===== src/rtl/hs_bridge_pkg.sv =====
// Shared definitions for the self-timed to clocked bridge:
// handshake protocol selectors, 4-phase FSM states, pointer-width helper.
package hs_bridge_pkg;

  localparam int unsigned PHASE_4 = 4;
  localparam int unsigned PHASE_2 = 2;

  typedef enum logic {
    IDLE  = 1'b0,
    ACKED = 1'b1
  } hs_state_e;

  // Ceiling log2, usable in constant expressions.
  function automatic int unsigned clog2(input int unsigned n);
    int unsigned r;
    r = 0;
    while ((32'd1 << r) < n) r++;
    return r;
  endfunction

endpackage


===== src/rtl/hs_sync_ff.sv =====
// Multi-flop synchroniser for a single asynchronous bit, reset to 0.
// Ports: clk, reset (sync, active-high), d (async input), q (synchronised output).
module hs_sync_ff #(
  parameter int unsigned STAGES = 2
) (
  input  logic clk,
  input  logic reset,
  input  logic d,
  output logic q
);

  logic [STAGES-1:0] sync_q;

  always_ff @(posedge clk) begin
    if (reset) sync_q <= '0;
    else       sync_q <= {sync_q[STAGES-2:0], d};
  end

  assign q = sync_q[STAGES-1];

endmodule


===== src/rtl/hs_async_sync_fifo.sv =====
// Bridge from a bundled-data req/ack channel (4-phase or 2-phase) into a
// show-ahead valid/ready FIFO in the clk domain.
// Ports: clk, reset (sync, active-high); in_req/in_data/in_ack upstream
// handshake; out_valid/out_ready/out_data downstream; level = occupancy.
module hs_async_sync_fifo
  import hs_bridge_pkg::*;
#(
  parameter int unsigned WIDTH       = 8,
  parameter int unsigned DEPTH       = 4,
  parameter int unsigned SYNC_STAGES = 2,
  parameter int unsigned PHASE       = 4
) (
  input  logic                   clk,
  input  logic                   reset,
  input  logic                   in_req,
  input  logic [WIDTH-1:0]       in_data,
  output logic                   in_ack,
  output logic                   out_valid,
  input  logic                   out_ready,
  output logic [WIDTH-1:0]       out_data,
  output logic [clog2(DEPTH):0]  level
);

  localparam int unsigned ADDR_W = clog2(DEPTH);
  localparam int unsigned PTR_W  = ADDR_W + 1;

  logic             req_s;
  logic             push;
  logic             pop;
  logic             full;
  logic             ack_q;
  logic [PTR_W-1:0] wr_ptr;
  logic [PTR_W-1:0] rd_ptr;
  logic [PTR_W-1:0] level_d;
  logic [WIDTH-1:0] mem [DEPTH];

  // Only this synchroniser ever samples the asynchronous request.
  hs_sync_ff #(.STAGES(SYNC_STAGES)) u_req_sync (
    .clk   (clk),
    .reset (reset),
    .d     (in_req),
    .q     (req_s)
  );

  // Full uses the current level only: a same-cycle pop never frees a slot for a push.
  assign full   = (level == PTR_W'(DEPTH));
  assign pop    = out_valid & out_ready;
  assign in_ack = ack_q;

  generate
    if (PHASE == PHASE_4) begin : g_phase4
      hs_state_e state_q;
      hs_state_e state_d;
      logic      ack_d;

      // Handshake state register.
      always_ff @(posedge clk) begin
        if (reset) begin
          state_q <= IDLE;
          ack_q   <= 1'b0;
        end else begin
          state_q <= state_d;
          ack_q   <= ack_d;
        end
      end

      // Return-to-zero: accept on req high, release ack on req low.
      always_comb begin
        state_d = state_q;
        ack_d   = ack_q;
        push    = 1'b0;
        case (state_q)
          IDLE: begin
            if (req_s && !full) begin
              push    = 1'b1;
              ack_d   = 1'b1;
              state_d = ACKED;
            end
          end
          ACKED: begin
            if (!req_s) begin
              ack_d   = 1'b0;
              state_d = IDLE;
            end
          end
          default: begin
            state_d = IDLE;
          end
        endcase
      end
    end else begin : g_phase2
      // Transition signalling: a transfer is pending while req and ack differ.
      assign push = (req_s ^ ack_q) & ~full;

      always_ff @(posedge clk) begin
        if (reset) ack_q <= 1'b0;
        else       ack_q <= ack_q ^ push;
      end
    end
  endgenerate

  // Occupancy after this cycle's push/pop.
  always_comb begin
    level_d = level;
    if (push && !pop)      level_d = level + PTR_W'(1);
    else if (!push && pop) level_d = level - PTR_W'(1);
  end

  // Pointers, level and valid flag.
  always_ff @(posedge clk) begin
    if (reset) begin
      wr_ptr    <= '0;
      rd_ptr    <= '0;
      level     <= '0;
      out_valid <= 1'b0;
    end else begin
      wr_ptr    <= wr_ptr + PTR_W'(push);
      rd_ptr    <= rd_ptr + PTR_W'(pop);
      level     <= level_d;
      out_valid <= (level_d != '0);
    end
  end

  // Storage, not reset.
  always_ff @(posedge clk) begin
    if (push) mem[wr_ptr[ADDR_W-1:0]] <= in_data;
  end

  assign out_data = mem[rd_ptr[ADDR_W-1:0]];

endmodule


===== config.mk =====
export PLATFORM = sky130hd
export DESIGN_NAME = hs_async_sync_fifo
export DESIGN_NICKNAME = d
export VERILOG_FILES = /design/src/rtl/hs_bridge_pkg.sv /design/src/rtl/hs_sync_ff.sv /design/src/rtl/hs_async_sync_fifo.sv
export SDC_FILE = /design/constraint.sdc
export NUM_CORES = 1
export LEC_CHECK = 0
export CAP_MARGIN = 30
export CORE_MARGIN = 3
export CORE_UTILIZATION = 30
export CTS_BUF_LIST = sky130_fd_sc_hd__clkbuf_4 sky130_fd_sc_hd__clkbuf_8 sky130_fd_sc_hd__clkbuf_16
export DETAILED_ROUTE_END_ITERATION = 16
export GPL_ROUTABILITY_DRIVEN = 0
export GPL_TIMING_DRIVEN = 0
export PLACE_DENSITY_LB_ADDON = 0.08
export SETUP_SLACK_MARGIN = 0.1
export SLEW_MARGIN = 5
export SYNTH_ARGS = -nofsm -noshare
export SYNTH_HDL_FRONTEND = slang
export SYNTH_SLANG_ARGS = --single-unit

===== constraint.sdc =====
create_clock -name clk -period 1.8 [get_ports clk]
set_input_delay 0.36 -clock clk [delete_from_list [all_inputs] [get_ports clk]]
set_output_delay 0.36 -clock clk [all_outputs]
set_load 0.05 [all_outputs]

# == After elaboration in Yosys (flattened, before gate mapping) ==
# Memory sizes are Yosys's and may differ from the RTL's. A register that Yosys moved wholly into a read port is not among the register bits.
# Cells that the tools add are included.
# op_classes
add_sub_neg,4
multipliers,0
div_mod_pow,0
order_cmp,0
eq_ne,3
n_shift,0
muxes,12
bitwise_logic,2
n_reduce_logical,8
# ops
operator,count
$mux 1,7
$add 3x1->3,2
$mux 3,2
$ne 2x2->1 const B,2
$pmux 1 s2,2
$add 3x1->3 const B,1
$eq 3x3->1 const B,1
$logic_and 1x1->1,3
$logic_not 1->1,3
$reduce_bool 3->1,1
$sub 3x1->3 const B,1
$mux 2,1
$reduce_and 2->1,1
$and 1x1->1,1
$not 1->1,1
# word_totals
reg_bits,14
latchBits,0
ram_bits,32
mem_bits_ro,0
out_inout_bits,13
word_cells,37
n_memories,1
# memory_table
memory,words,word_bits,rd,rd_ports_with_merged_regs,wr,line,source
mem,4,8,1,1,1,hs_async_sync_fifo.sv:35,logic [WIDTH-1:0] mem [DEPTH];

# == Longest topological paths before layout ==
# depth
depth_word,10
mapped_depth,7
ltp_nobuf,7

# == Hierarchy ==
# A second synthesis with hierarchy kept.
# hier_totals
hier_cells,99
area_unflattened_um2,1696.6
# modules_own_cells
mod,n_inst,cells_each,area_each_um2,seq_area_each_um2
hs_async_sync_fifo,1,95,1644.1,1161.1
hs_sync_ff,1,4,52.6,40.0

# == Worst setup path after synthesis ==
# No wires, ideal clock.
# synth_timing
path_kind,register to register
from,register level[0]
to,"memory mem[2][0], enable pin"
setup_ns,0.385
t_arrival_ns,1.978
setup_slack_ns,-0.564
path_stages_with_launch,6
n_path_buf,0
synth_period_minus_slack_ns,2.364
path_cell_list,dfxtp_1 -> inv_1 -> ha_1 -> nand2_1 -> nand2_1 -> nor3b_1
# synth_between
elab_chain_cells,7
# synth_lines
element,line,source
"start, declared",hs_async_sync_fifo.sv:21,output logic [clog2(DEPTH):0] level
"start signal, assigned",hs_async_sync_fifo.sv:119,level <= level_d;
$eq 3x3->1,hs_async_sync_fifo.sv:46,assign full = (level == PTR_W'(DEPTH));
$logic_not 1->1,hs_async_sync_fifo.sv:74,if (req_s && !full) begin
$logic_and 1x1->1,hs_async_sync_fifo.sv:74,
$mux 1,hs_async_sync_fifo.sv:74,
$mux 1,hs_async_sync_fifo.sv:72,case (state_q)
$mux 1,hs_async_sync_fifo.sv:126,if (push) mem[wr_ptr[ADDR_W-1:0]] <= in_data;
$mux 1 (implied by the code),hs_async_sync_fifo.sv:126,
"end, declared",hs_async_sync_fifo.sv:35,
# Every way passes these cells.

==> flow_metrics.tcl <==
set metrics [dict create \
    gr-max-usage-layer "met2" \
    cp-start-kind "flip-flop" \
    drv_slew 0 \
    ys_seq_elements 44 \
    syn_nets 116 \
    cts-root-buf "clkbuf_8" \
    yosys.area.top_type "edfxtp_1" \
    setup_tns_ns -0.278 \
    clock-sinks 44 \
    coreArea_um2 5300 \
    setup_viol 8 \
    yosys.area.top_type_share_pct 56.5 \
    arrival_ns 1.48 \
    violations "setup timing" \
    cts_buffers 5 \
    fin_skew_ns 0.00478 \
    multi_input_area_um2 509 \
    grt_pass1_wl_um 4560 \
    ctsHtreeMaxLevel 2 \
    drc 0 \
    hold_start "reset" \
    status "finished with violations" \
    rsz0062_at_grt "true" \
    min_period_ns 1.84 \
    hold_depth 2 \
    vias_per_cell 4.50 \
    area_delta_synth_final_pct 33.0 \
    cap_violations 0 \
    final_hold_viol_count 0 \
    n_antenna_cell 0 \
    p_per_area_nw_per_um2 1260 \
    critPathMaxFanout 8 \
    r2r-start "level[0]$_SDFF_PP0_" \
    yosys.cell_types.count 26 \
    synth_area_leaders "edfxtp_1, dfxtp_1, mux4_2" \
    num_rows 26 \
    first_global_vias 977 \
    dr.pass1.iters 4 \
    cp_slowest_cell "mux4_2" \
    fmax_ghz 0.543 \
    fin_ws_ns -0.0413 \
    worst_slew_pin_slew_ns 0.493 \
    relSlewSlack_pct 67.3 \
    hold_end "rd_ptr[1]$_SDFF_PP0_" \
    clk_latency_ns 0.29 \
    fill_cells 487 \
    hold_class "input port to flip-flop" \
    dp_slack_ns -0.489 \
    required_ns 1.44 \
    p_leak_nw 0.819 \
    timing.rr.end "out_valid$_SDFF_PP0_" \
    buffer_ports.inserted 23 \
    gr-usage-met3_pct 4.10 \
    num_vias 931 \
    yosysWarnings 0 \
    cts_hold_buf 0 \
    peakVddDrop_uv 744 \
    antenna_found_initial 0 \
    grt_util_all_layers_pct 9.62 \
    drive_above_1_share_pct 35.0 \
    slowest_delay_ns 0.51 \
    wirelength_um 2850 \
    die_height_um 81.3 \
    nNetsFinal 152 \
    grt_use_met2_pct 16.5 \
    clk_pin_slew_ns 0.08 \
    avgSynthCellArea_um2 17.0 \
    avgRoutedWirePerCell_um 13.8 \
    cts_tree "built" \
    ant_nets 0 \
    grt_overflow_total 0 \
    grt_max_degree 14 \
    met1_usage_pct 10.5 \
    reg2reg_slack_ns 0.18 \
    dp_hpwl_um 1970 \
    synth-seq-area-share_pct 70.6 \
    reg2reg_depth 7 \
    cp-end-kind "output pin" \
    cp_cell_sequence "buf_12 > mux4_2 > buf_6" \
    critPathLaunch "rd_ptr[0]$_SDFF_PP0_" \
    syn-cell-area_um2 1700 \
    syn_inst 100 \
    die_width_um 81.3 \
    clk_path_buf_depth 2 \
    num_io_pins 25 \
    path_class "flip-flop to output pin" \
    die-area_um2 6610 \
    detail_route.iter0.violations 35 \
    seqCellArea_um2 1210 \
    start_util_pct 32.1 \
    finalCritPeriodShare_pct 102 \
]
## sequential cells by signal (all words and copies together), names as in the netlist
register           count
u_req_sync.sync_q      2
mem                   32
wr_ptr                 2
g_phase4.state_q       1
in_ack                 1
out_valid              1
level                  3
rd_ptr                 2
## cells by family (layout without fill, tap and decap cells)
group                      Yosys count  count (layout)  share of synthesized area [%]
xor gates and xnor gates             6               6                           3.09
buffers and inverters                8              45                           1.84
DFF                                 44              44                           70.6
and+or+nand+nor                     22              22                           7.65
adders and majority gates            4               4                           2.94
muxes                                8               8                           10.6
AOI/OAI and AO/OA                    8               8                           3.24
## layout by cell type (no fill, tap or decap), types with 3 or more instances in the layout
master	n
dfxtp_1	7
buf_4	6
nand2_1	3
ha_1	4
xnor2_1	4
mux4_2	8
clkdlybuf4s50_1	10
nor2b_1	3
dfxtp_2	3
buf_6	8
dlygate4sd2_1	5
inv_1	5
clkbuf_8	5
nor2_1	4
edfxtp_1	32
## where the power goes
group | switching (W) | leakage (nW) | internal [W] | total, W
clock | 0.000309 | 0.0586 | 0.000427 | 0.000735
combinational | 0.000506 | 0.370 | 0.000377 | 0.000883
sequential | 0.0000565 | 0.390 | 0.00116 | 0.00122
total | 0.000871 | 0.819 | 0.00197 | 0.00284
## per-stage QoR
| step | total power, W | std cells | hold slack (ns) | utilization (%) | area (um2) |
|---|---|---|---|---|---|
| floorplan | 0.00185 | 100 | 0.414 | - | 1740 |
| global placement | 0.00208 | 193 | 0.428 | 38.8 | 2060 |
| global route | 0.00298 | 207 | 0.453 | 42.7 | 2260 |
| CTS | 0.00286 | 205 | 0.436 | 42.2 | 2240 |
| detailed placement | 0.00209 | 193 | 0.436 | 38.8 | 2060 |
| finish | 0.00284 | 207 | 0.429 | 42.7 | 2260 |
## area by class of cell
| type | instances | share of cell area (%) |
|---|---|---|
| clock inverters | 2 | 1.55 |
| repair buffers | 30 | 13.2 |
| flip-flops and latches | 44 | 53.6 |
| clock buffers | 6 | 3.37 |
| well taps | 70 | 3.87 |
| multi-input cells | 48 | 22.5 |
| inverters | 5 | 0.830 |
| plain buffers | 2 | 1.05 |
## cell usage after synthesis (all sizes together)
master  count
dfxtp      12
and2        2
nor2b       4
and3        2
nor3b       1
xnor2       4
xor2        2
nand2       5
o211a       1
nand4       1
ha          4
a211o       2
buf         1
mux4        8
o211ai      1
nor3        1
nand3       1
edfxtp     32
a21oi       2
nor2        5
o21ai       2
inv         5
clkbuf      2
## critical path, delay by kind of cell (launching register included)
kind                   cells  cell delay (ns)
muxes                      1             0.51
DFF                        1             0.36
buffers and inverters      2             0.32
## worst max-delay path by stage
stage | end | depth (start not counted)
after floorplan | mem[2][0]$_DFFE_PP_ | 5
after CTS | out_data[0] | 3
after global placement | out_data[4] | 3
final | out_data[2] | 3
after global routing | out_data[5] | 3
after detailed placement | out_data[2] | 3
## per-layer routing
metal	share of wire, %	up-vias	routed length (um)
li1	-	444	-
met1	40	461	1140
met2	53	21	1520
met3	5.3	5	152
met4	1.6	0	45
met5	0	-	0
## repair_timing
action	CTS	global route
setup endpoints to repair	41	34
resized for setup	68	4
setup buffers	5	2
pin swaps	3	3
No activity file was read; power rests on OpenSTA's default activity.
